**src/rtl/reg_file_pkg.sv**
```systemverilog
// Shared helpers for the 2-read/1-write register file: byte-enable mask
// expansion and address range checking.
package reg_file_pkg;

  // Upper bound on supported data width; callers size-cast the results down.
  localparam int unsigned MAX_WIDTH = 1024;
  localparam int unsigned MAX_BYTES = MAX_WIDTH / 8;

  // Expand one enable bit per byte into a full bit mask.
  function automatic logic [MAX_WIDTH-1:0] be_to_mask(input logic [MAX_BYTES-1:0] be);
    logic [MAX_WIDTH-1:0] mask;
    mask = '0;
    for (int unsigned i = 0; i < MAX_BYTES; i++) begin
      mask[i*8 +: 8] = {8{be[i]}};
    end
    return mask;
  endfunction

  // True when an address maps onto a physical entry.
  function automatic logic addr_in_range(input logic [31:0] addr, input int unsigned depth);
    return (addr < depth);
  endfunction

endpackage

```
**src/rtl/rf_read_port.sv**
```systemverilog
// One registered read port: entry select, same-cycle write bypass,
// zero-register and out-of-range masking, output registers.
module rf_read_port
  import reg_file_pkg::*;
#(
  parameter int unsigned WIDTH    = 16,
  parameter int unsigned DEPTH    = 8,
  parameter int unsigned ADDR_W   = 3,
  parameter int unsigned BYPASS   = 1,
  parameter int unsigned ZERO_REG = 0
) (
  input  logic                         i_clk,
  input  logic                         i_rst_n,
  input  logic [DEPTH-1:0][WIDTH-1:0]  i_mem,
  input  logic                         i_wr_ok,
  input  logic [ADDR_W-1:0]            i_wr_addr,
  input  logic [WIDTH-1:0]             i_wr_data,
  input  logic [WIDTH-1:0]             i_wr_mask,
  input  logic                         i_rd_en,
  input  logic [ADDR_W-1:0]            i_rd_addr,
  output logic [WIDTH-1:0]             o_rd_data,
  output logic                         o_rd_valid,
  output logic                         o_addr_oor
);

  logic [WIDTH-1:0] w_old;
  logic [WIDTH-1:0] w_rd_val;
  logic             w_in_range;
  logic             w_hit;
  logic [WIDTH-1:0] r_rd_data;
  logic             r_rd_valid;

  // Select the addressed entry, merge an in-flight write, then force zero
  // for out-of-range addresses and the hardwired zero entry.
  always_comb begin
    w_in_range = addr_in_range(32'(i_rd_addr), DEPTH);
    w_old      = '0;
    for (int unsigned i = 0; i < DEPTH; i++) begin
      if (ADDR_W'(i) == i_rd_addr) w_old = i_mem[i];
    end
    w_hit    = (BYPASS != 0) && i_wr_ok && (i_wr_addr == i_rd_addr);
    w_rd_val = w_hit ? ((w_old & ~i_wr_mask) | (i_wr_data & i_wr_mask)) : w_old;
    if (!w_in_range || ((ZERO_REG != 0) && (i_rd_addr == '0))) w_rd_val = '0;
  end

  assign o_addr_oor = i_rd_en && !w_in_range;

  // Output registers: valid pulses per request, data holds when idle.
  always_ff @(posedge i_clk or negedge i_rst_n) begin
    if (!i_rst_n) begin
      r_rd_data  <= '0;
      r_rd_valid <= 1'b0;
    end else begin
      r_rd_valid <= i_rd_en;
      if (i_rd_en) r_rd_data <= w_rd_val;
    end
  end

  assign o_rd_data  = r_rd_data;
  assign o_rd_valid = r_rd_valid;

endmodule

```
**src/rtl/reg_file_2r1w.sv**
```systemverilog
// Parametrised register file: one byte-enabled write port, two independent
// registered read ports, optional write bypass and hardwired zero entry.
module reg_file_2r1w
  import reg_file_pkg::*;
#(
  parameter int unsigned WIDTH    = 16,
  parameter int unsigned DEPTH    = 8,
  parameter int unsigned ADDR_W   = 3,
  parameter int unsigned BYPASS   = 1,
  parameter int unsigned ZERO_REG = 0
) (
  input  logic                 CLK,
  input  logic                 RST,
  input  logic                 wr_en,
  input  logic [ADDR_W-1:0]    wr_addr,
  input  logic [WIDTH-1:0]     wr_data,
  input  logic [WIDTH/8-1:0]   wr_be,
  input  logic                 rd0_en,
  input  logic [ADDR_W-1:0]    rd0_addr,
  output logic [WIDTH-1:0]     rd0_data,
  output logic                 rd0_valid,
  input  logic                 rd1_en,
  input  logic [ADDR_W-1:0]    rd1_addr,
  output logic [WIDTH-1:0]     rd1_data,
  output logic                 rd1_valid,
  output logic                 addr_err
);

  if ((WIDTH % 8) != 0) begin : g_chk_width
    $error("reg_file_2r1w: WIDTH must be a multiple of 8");
  end
  if ((DEPTH < 2) || (DEPTH > (1 << ADDR_W))) begin : g_chk_depth
    $error("reg_file_2r1w: DEPTH must satisfy 2 <= DEPTH <= 2**ADDR_W");
  end

  logic [DEPTH-1:0][WIDTH-1:0] r_mem;
  logic [WIDTH-1:0]            w_mask;
  logic                        w_wr_in_range;
  logic                        w_wr_ok;
  logic                        w_rd0_oor;
  logic                        w_rd1_oor;
  logic                        r_addr_err;

  assign w_mask        = WIDTH'(be_to_mask(MAX_BYTES'(wr_be)));
  assign w_wr_in_range = addr_in_range(32'(wr_addr), DEPTH);
  assign w_wr_ok       = wr_en && w_wr_in_range && !((ZERO_REG != 0) && (wr_addr == '0));

  // Storage: byte-merged update of the addressed entry only.
  always_ff @(posedge CLK or negedge RST) begin
    if (!RST) begin
      r_mem <= '0;
    end else if (w_wr_ok) begin
      for (int unsigned i = 0; i < DEPTH; i++) begin
        if (ADDR_W'(i) == wr_addr) r_mem[i] <= (r_mem[i] & ~w_mask) | (wr_data & w_mask);
      end
    end
  end

  rf_read_port #(
    .WIDTH(WIDTH), .DEPTH(DEPTH), .ADDR_W(ADDR_W), .BYPASS(BYPASS), .ZERO_REG(ZERO_REG)
  ) u_rd0 (
    .i_clk      (CLK),
    .i_rst_n    (RST),
    .i_mem      (r_mem),
    .i_wr_ok    (w_wr_ok),
    .i_wr_addr  (wr_addr),
    .i_wr_data  (wr_data),
    .i_wr_mask  (w_mask),
    .i_rd_en    (rd0_en),
    .i_rd_addr  (rd0_addr),
    .o_rd_data  (rd0_data),
    .o_rd_valid (rd0_valid),
    .o_addr_oor (w_rd0_oor)
  );

  rf_read_port #(
    .WIDTH(WIDTH), .DEPTH(DEPTH), .ADDR_W(ADDR_W), .BYPASS(BYPASS), .ZERO_REG(ZERO_REG)
  ) u_rd1 (
    .i_clk      (CLK),
    .i_rst_n    (RST),
    .i_mem      (r_mem),
    .i_wr_ok    (w_wr_ok),
    .i_wr_addr  (wr_addr),
    .i_wr_data  (wr_data),
    .i_wr_mask  (w_mask),
    .i_rd_en    (rd1_en),
    .i_rd_addr  (rd1_addr),
    .o_rd_data  (rd1_data),
    .o_rd_valid (rd1_valid),
    .o_addr_oor (w_rd1_oor)
  );

  // Flag any enabled access that missed the physical entries last cycle.
  always_ff @(posedge CLK or negedge RST) begin
    if (!RST) r_addr_err <= 1'b0;
    else      r_addr_err <= (wr_en && !w_wr_in_range) || w_rd0_oor || w_rd1_oor;
  end

  assign addr_err = r_addr_err;

endmodule

```
**config.mk**
```make
export PLATFORM = sky130hd
export DESIGN_NAME = reg_file_2r1w
export DESIGN_NICKNAME = d
export VERILOG_FILES = /design/src/rtl/reg_file_pkg.sv /design/src/rtl/rf_read_port.sv /design/src/rtl/reg_file_2r1w.sv
export SDC_FILE = /design/constraint.sdc
export NUM_CORES = 1
export LEC_CHECK = 0
export BUFFER_PORTS_ARGS = -buffer_cell sky130_fd_sc_hd__buf_2
export CELL_PAD_IN_SITES_DETAIL_PLACEMENT = 0
export CELL_PAD_IN_SITES_GLOBAL_PLACEMENT = 2
export CORE_UTILIZATION = 45
export CTS_CLUSTER_DIAMETER = 60
export DETAILED_ROUTE_END_ITERATION = 6
export GPL_ROUTABILITY_DRIVEN = 0
export MAX_ROUTING_LAYER = met4
export PLACE_DENSITY = 0.95
export SYNTH_ARGS = -nofsm -noshare
export SYNTH_HDL_FRONTEND = slang
export SYNTH_SLANG_ARGS = --single-unit
```
**constraint.sdc**
```tcl
create_clock -name CLK -period 2.7 [get_ports CLK]
set_input_delay 0.54 -clock CLK [delete_from_list [all_inputs] [get_ports CLK]]
set_output_delay 0.54 -clock CLK [all_outputs]
set_load 0.1 [all_outputs]
```
==> key figures <==
Logic synthesis
  – Yosys cell types: 54
  – Seq cells post-synth: 162
  – EDFF count, synth: 0
  – Ys flop type: dfrtp_1
  – Mapped Area: 8820 µm²
  – Post-Syn Nets: 759
  – Synth Instances: 727
  – Ys Warns: 0
  – Post-synth ARST share: 100%
  – Mean post-synth cell area: 12.1 µm²
  – Post-synthesis sequential area ratio: 46.0%

GRT
  – Total track usage: 26.2%
  – GRT overflow: 0
  – Initial antenna violation count: 0
  – Vias in the first global route: 6584
  – First-pass GRT wire length: 37.8 mm
  – Largest net degree at the start of global routing: 75

Hold path
  – Hold Crit Class: input port to async pin

Critical path
  – Slowest CP cell: buf_2
  – Worst Path Arrival: 1.29 ns
  – Worst setup SP type: flip-flop
  – Reg2Reg Depth: 4
  – Crit end category: output port
  – Critical path class: flip-flop to output port
  – Largest fanout on the critical path: 2
  – Buf/Inv on CP: 1
  – Crit path depth: 1
  – Required @ worst endpoint: 2.16 ns
  – CP top delay family: buffers and inverters
  – Crit-path cells: buf_2
  – Crit path largest cell delay: 0.45 ns

Clock tree
  – Clock sink count: 162
  – CTS tree: done
  – CTS Buf Count: 17
  – H-tree levels: 4
  – Worst skew pair latency: 0.43 ns
  – Bufs on Longest Clock Path: 2
  – Root Buffer: clkbuf_16
  – Cts hold-fix bufs: 0
  – Post-CTS setup buffers: 0
  – Clk slew on worst S/H paths: 0.06 ns
  – Post-cts resize count: 0

STA
  – Final number of hold-violating endpoints: 0
  – Actual slew at the worst max-slew pin: 0.749 ns
  – RSZ-0062 raised after global routing: false
  – Slew headroom: 50.1%
  – Final setup viols: 0
  – Fin. max-slew vios: 0
  – Skew final: 0.0218 ns
  – Final WS setup: 0.874 ns
  – Setup TNS: 0 ns
  – Post-layout minimum cycle time: 1.83 ns
  – Fmax: 548 MHz
  – Period utilisation layout: 67.6%

Floorplanning
  – Floorplan core area: 19000 µm²
  – Die height: 142 µm
  – Die span in x: 142 µm
  – Die area: 20200 µm²
  – Row Count: 50
  – Initial core utilization: 46.5%
  – # IOs: 67

Power
  – Combinational fraction of design power: 29.6%
  – Pint: 5.43 mW
  – Seq pwr share: 41.1%
  – Total design power: 8.31 mW
  – Leakage Power: 4.37 nW
  – Psw: 2.88 mW
  – Net Sw Frac: 34.7%
  – Pwr Density: 821 nW/µm²
  – VDD IR-drop max: 0.525 mV
  – Clock power frac: 29.3%

Detailed routing
  – Iter 0 DRT Violations: 498
  – DRT Pass-1 Iters: 5
  – DRT Wirelength: 23.9 mm
  – Vias: 6461
  – Post-DRT Antenna Nets: 0
  – # DRC: 0
  – Vias per cell: 6.09
  – Wire per inst: 22.5 µm

Cells and area
  – Multi-input logic area: 4380 µm²
  – Share of cells above drive strength 1: 39.1%
  – Fin nets: 820
  – # fillers: 1632
  – Design area: 10100 µm²
  – Area delta synth->final: 14.8%
  – ANT cells: 0
  – Final Core Density: 53.4%
  – Sequential cell area: 4050 µm²

Job
  – Max cap viols: 0

Placed design
  – DP Worst Slack: 0.458 ns
  – Count of input and output buffers: 65
  – Post-DP Area: 9520 µm²
  – DPL Wire Length: 15.7 mm

Status
  – Status: completed
-- power by group through the flow --
stage / logic (mW) / clock network, mW / registers (mW)
floorplan: 1.24 / 0 / 4.07
global placement: 2.40 / 0 / 3.39
detailed placement: 2.46 / 0 / 3.44
CTS: 2.47 / 2.49 / 3.40
global route: 2.61 / 2.59 / 3.48
finish: 2.46 / 2.44 / 3.42
-- layer usage --
| metal | track usage, % | wire, µm | vias up |
|---|---|---|---|
| li1 | - | - | 2829 |
| met1 | 31.9 | 9720 | 3318 |
| met2 | 43.0 | 12000 | 258 |
| met3 | 4.61 | 1410 | 56 |
| met4 | 11.2 | 731 | 0 |
| met5 | - | 0 | - |
-- final timing paths --
path | from | end | slack, ns
max in group asynchronous | RST | async pin | 1.79
max reg2reg | flip-flop | u_rd0.o_rd_data[13]$_DFFE_PN0P_ | 1.16
min in group CLK | rd1_en | u_rd1.o_rd_valid$_DFF_PN0_ | 0.43
max | u_rd0.o_rd_data[5]$_DFFE_PN0P_ | rd0_data[5] | 0.87
min | RST | u_rd1.o_rd_data[14]$_DFFE_PN0P_ | 0.14
min reg2reg | flip-flop | flip-flop | 0.52
-- cells in the mapped netlist (all sizes together) (5+ instances only) --
cell	count	area, µm²
mux2i	38	380
dfrtp	162	4050
nand2	28	108
nand2b	6	45.0
o21ai	36	180
a2bb2oi	13	114
clkbuf	17	63.8
mux2	130	1460
buf	46	243
a211oi	8	65.1
o221ai	10	87.6
nor3	9	85.1
inv	20	75.1
xor2	5	62.6
a21oi	27	135
nor2b	29	181
o22ai	9	56.3
a31oi	5	31.3
nor2	34	140
mux4	32	721
nand3	14	70.1
a221oi	13	114
a22o	13	114
-- cell usage in the layout (no fill, tap or decap), types with 2 or more instances in the layout --
| cell type | instances |
|---|---|
| mux2_2 | 123 |
| a21oi_1 | 27 |
| nor3_2 | 8 |
| and2b_1 | 2 |
| nor2b_1 | 29 |
| mux2i_1 | 38 |
| inv_1 | 20 |
| nor2_1 | 29 |
| buf_2 | 64 |
| a2bb2oi_1 | 13 |
| clkbuf_8 | 5 |
| nand2b_1 | 5 |
| xor2_1 | 4 |
| clkinvlp_4 | 3 |
| clkbuf_16 | 17 |
| buf_12 | 4 |
| nand2_1 | 27 |
| mux2_1 | 7 |
| a221oi_1 | 13 |
| clkinv_2 | 4 |
| o221ai_1 | 10 |
| buf_4 | 36 |
| a22o_1 | 13 |
| nor4_4 | 2 |
| o22ai_1 | 9 |
| a31oi_1 | 5 |
| nand4_1 | 2 |
| o21ai_0 | 35 |
| dfrtp_1 | 162 |
| mux4_2 | 32 |
| nor2_2 | 5 |
| nand3_1 | 14 |
| a211oi_1 | 7 |
| bufinv_16 | 2 |
-- stage by stage --
stage                     hold WS, ns  std cells
after CTS                       0.162       1061
after global routing            0.194       1061
final                           0.136       1061
after floorplan                 0.244        727
after global placement          0.491       1029
after detailed placement        0.512       1029
-- cells by family (layout without fill, tap and decap cells) --
| logic type | Yosys count | after routing | synth area share [%] |
|---|---|---|---|
| compound gates | 141 | 141 | 10.9 |
| xor+xnor | 6 | 6 | 0.809 |
| buf+inv | 83 | 157 | 4.33 |
| flops | 162 | 162 | 46.0 |
| mux | 200 | 200 | 29.1 |
| other cells | 1 | 1 | 0.0425 |
| simple gates | 134 | 134 | 8.90 |
-- area by class of cell --
| class | count | share of cell area [%] |
|---|---|---|
| Clock buffer | 23 | 4.92 |
| Clock inverter | 9 | 1.01 |
| Inverter | 20 | 0.742 |
| Multi-Input combinational cell | 482 | 43.3 |
| Sequential cell | 162 | 40.1 |
| Tap cell | 260 | 3.22 |
| Timing Repair Buffer | 105 | 6.74 |
No activity file was read; power rests on OpenSTA's default activity.
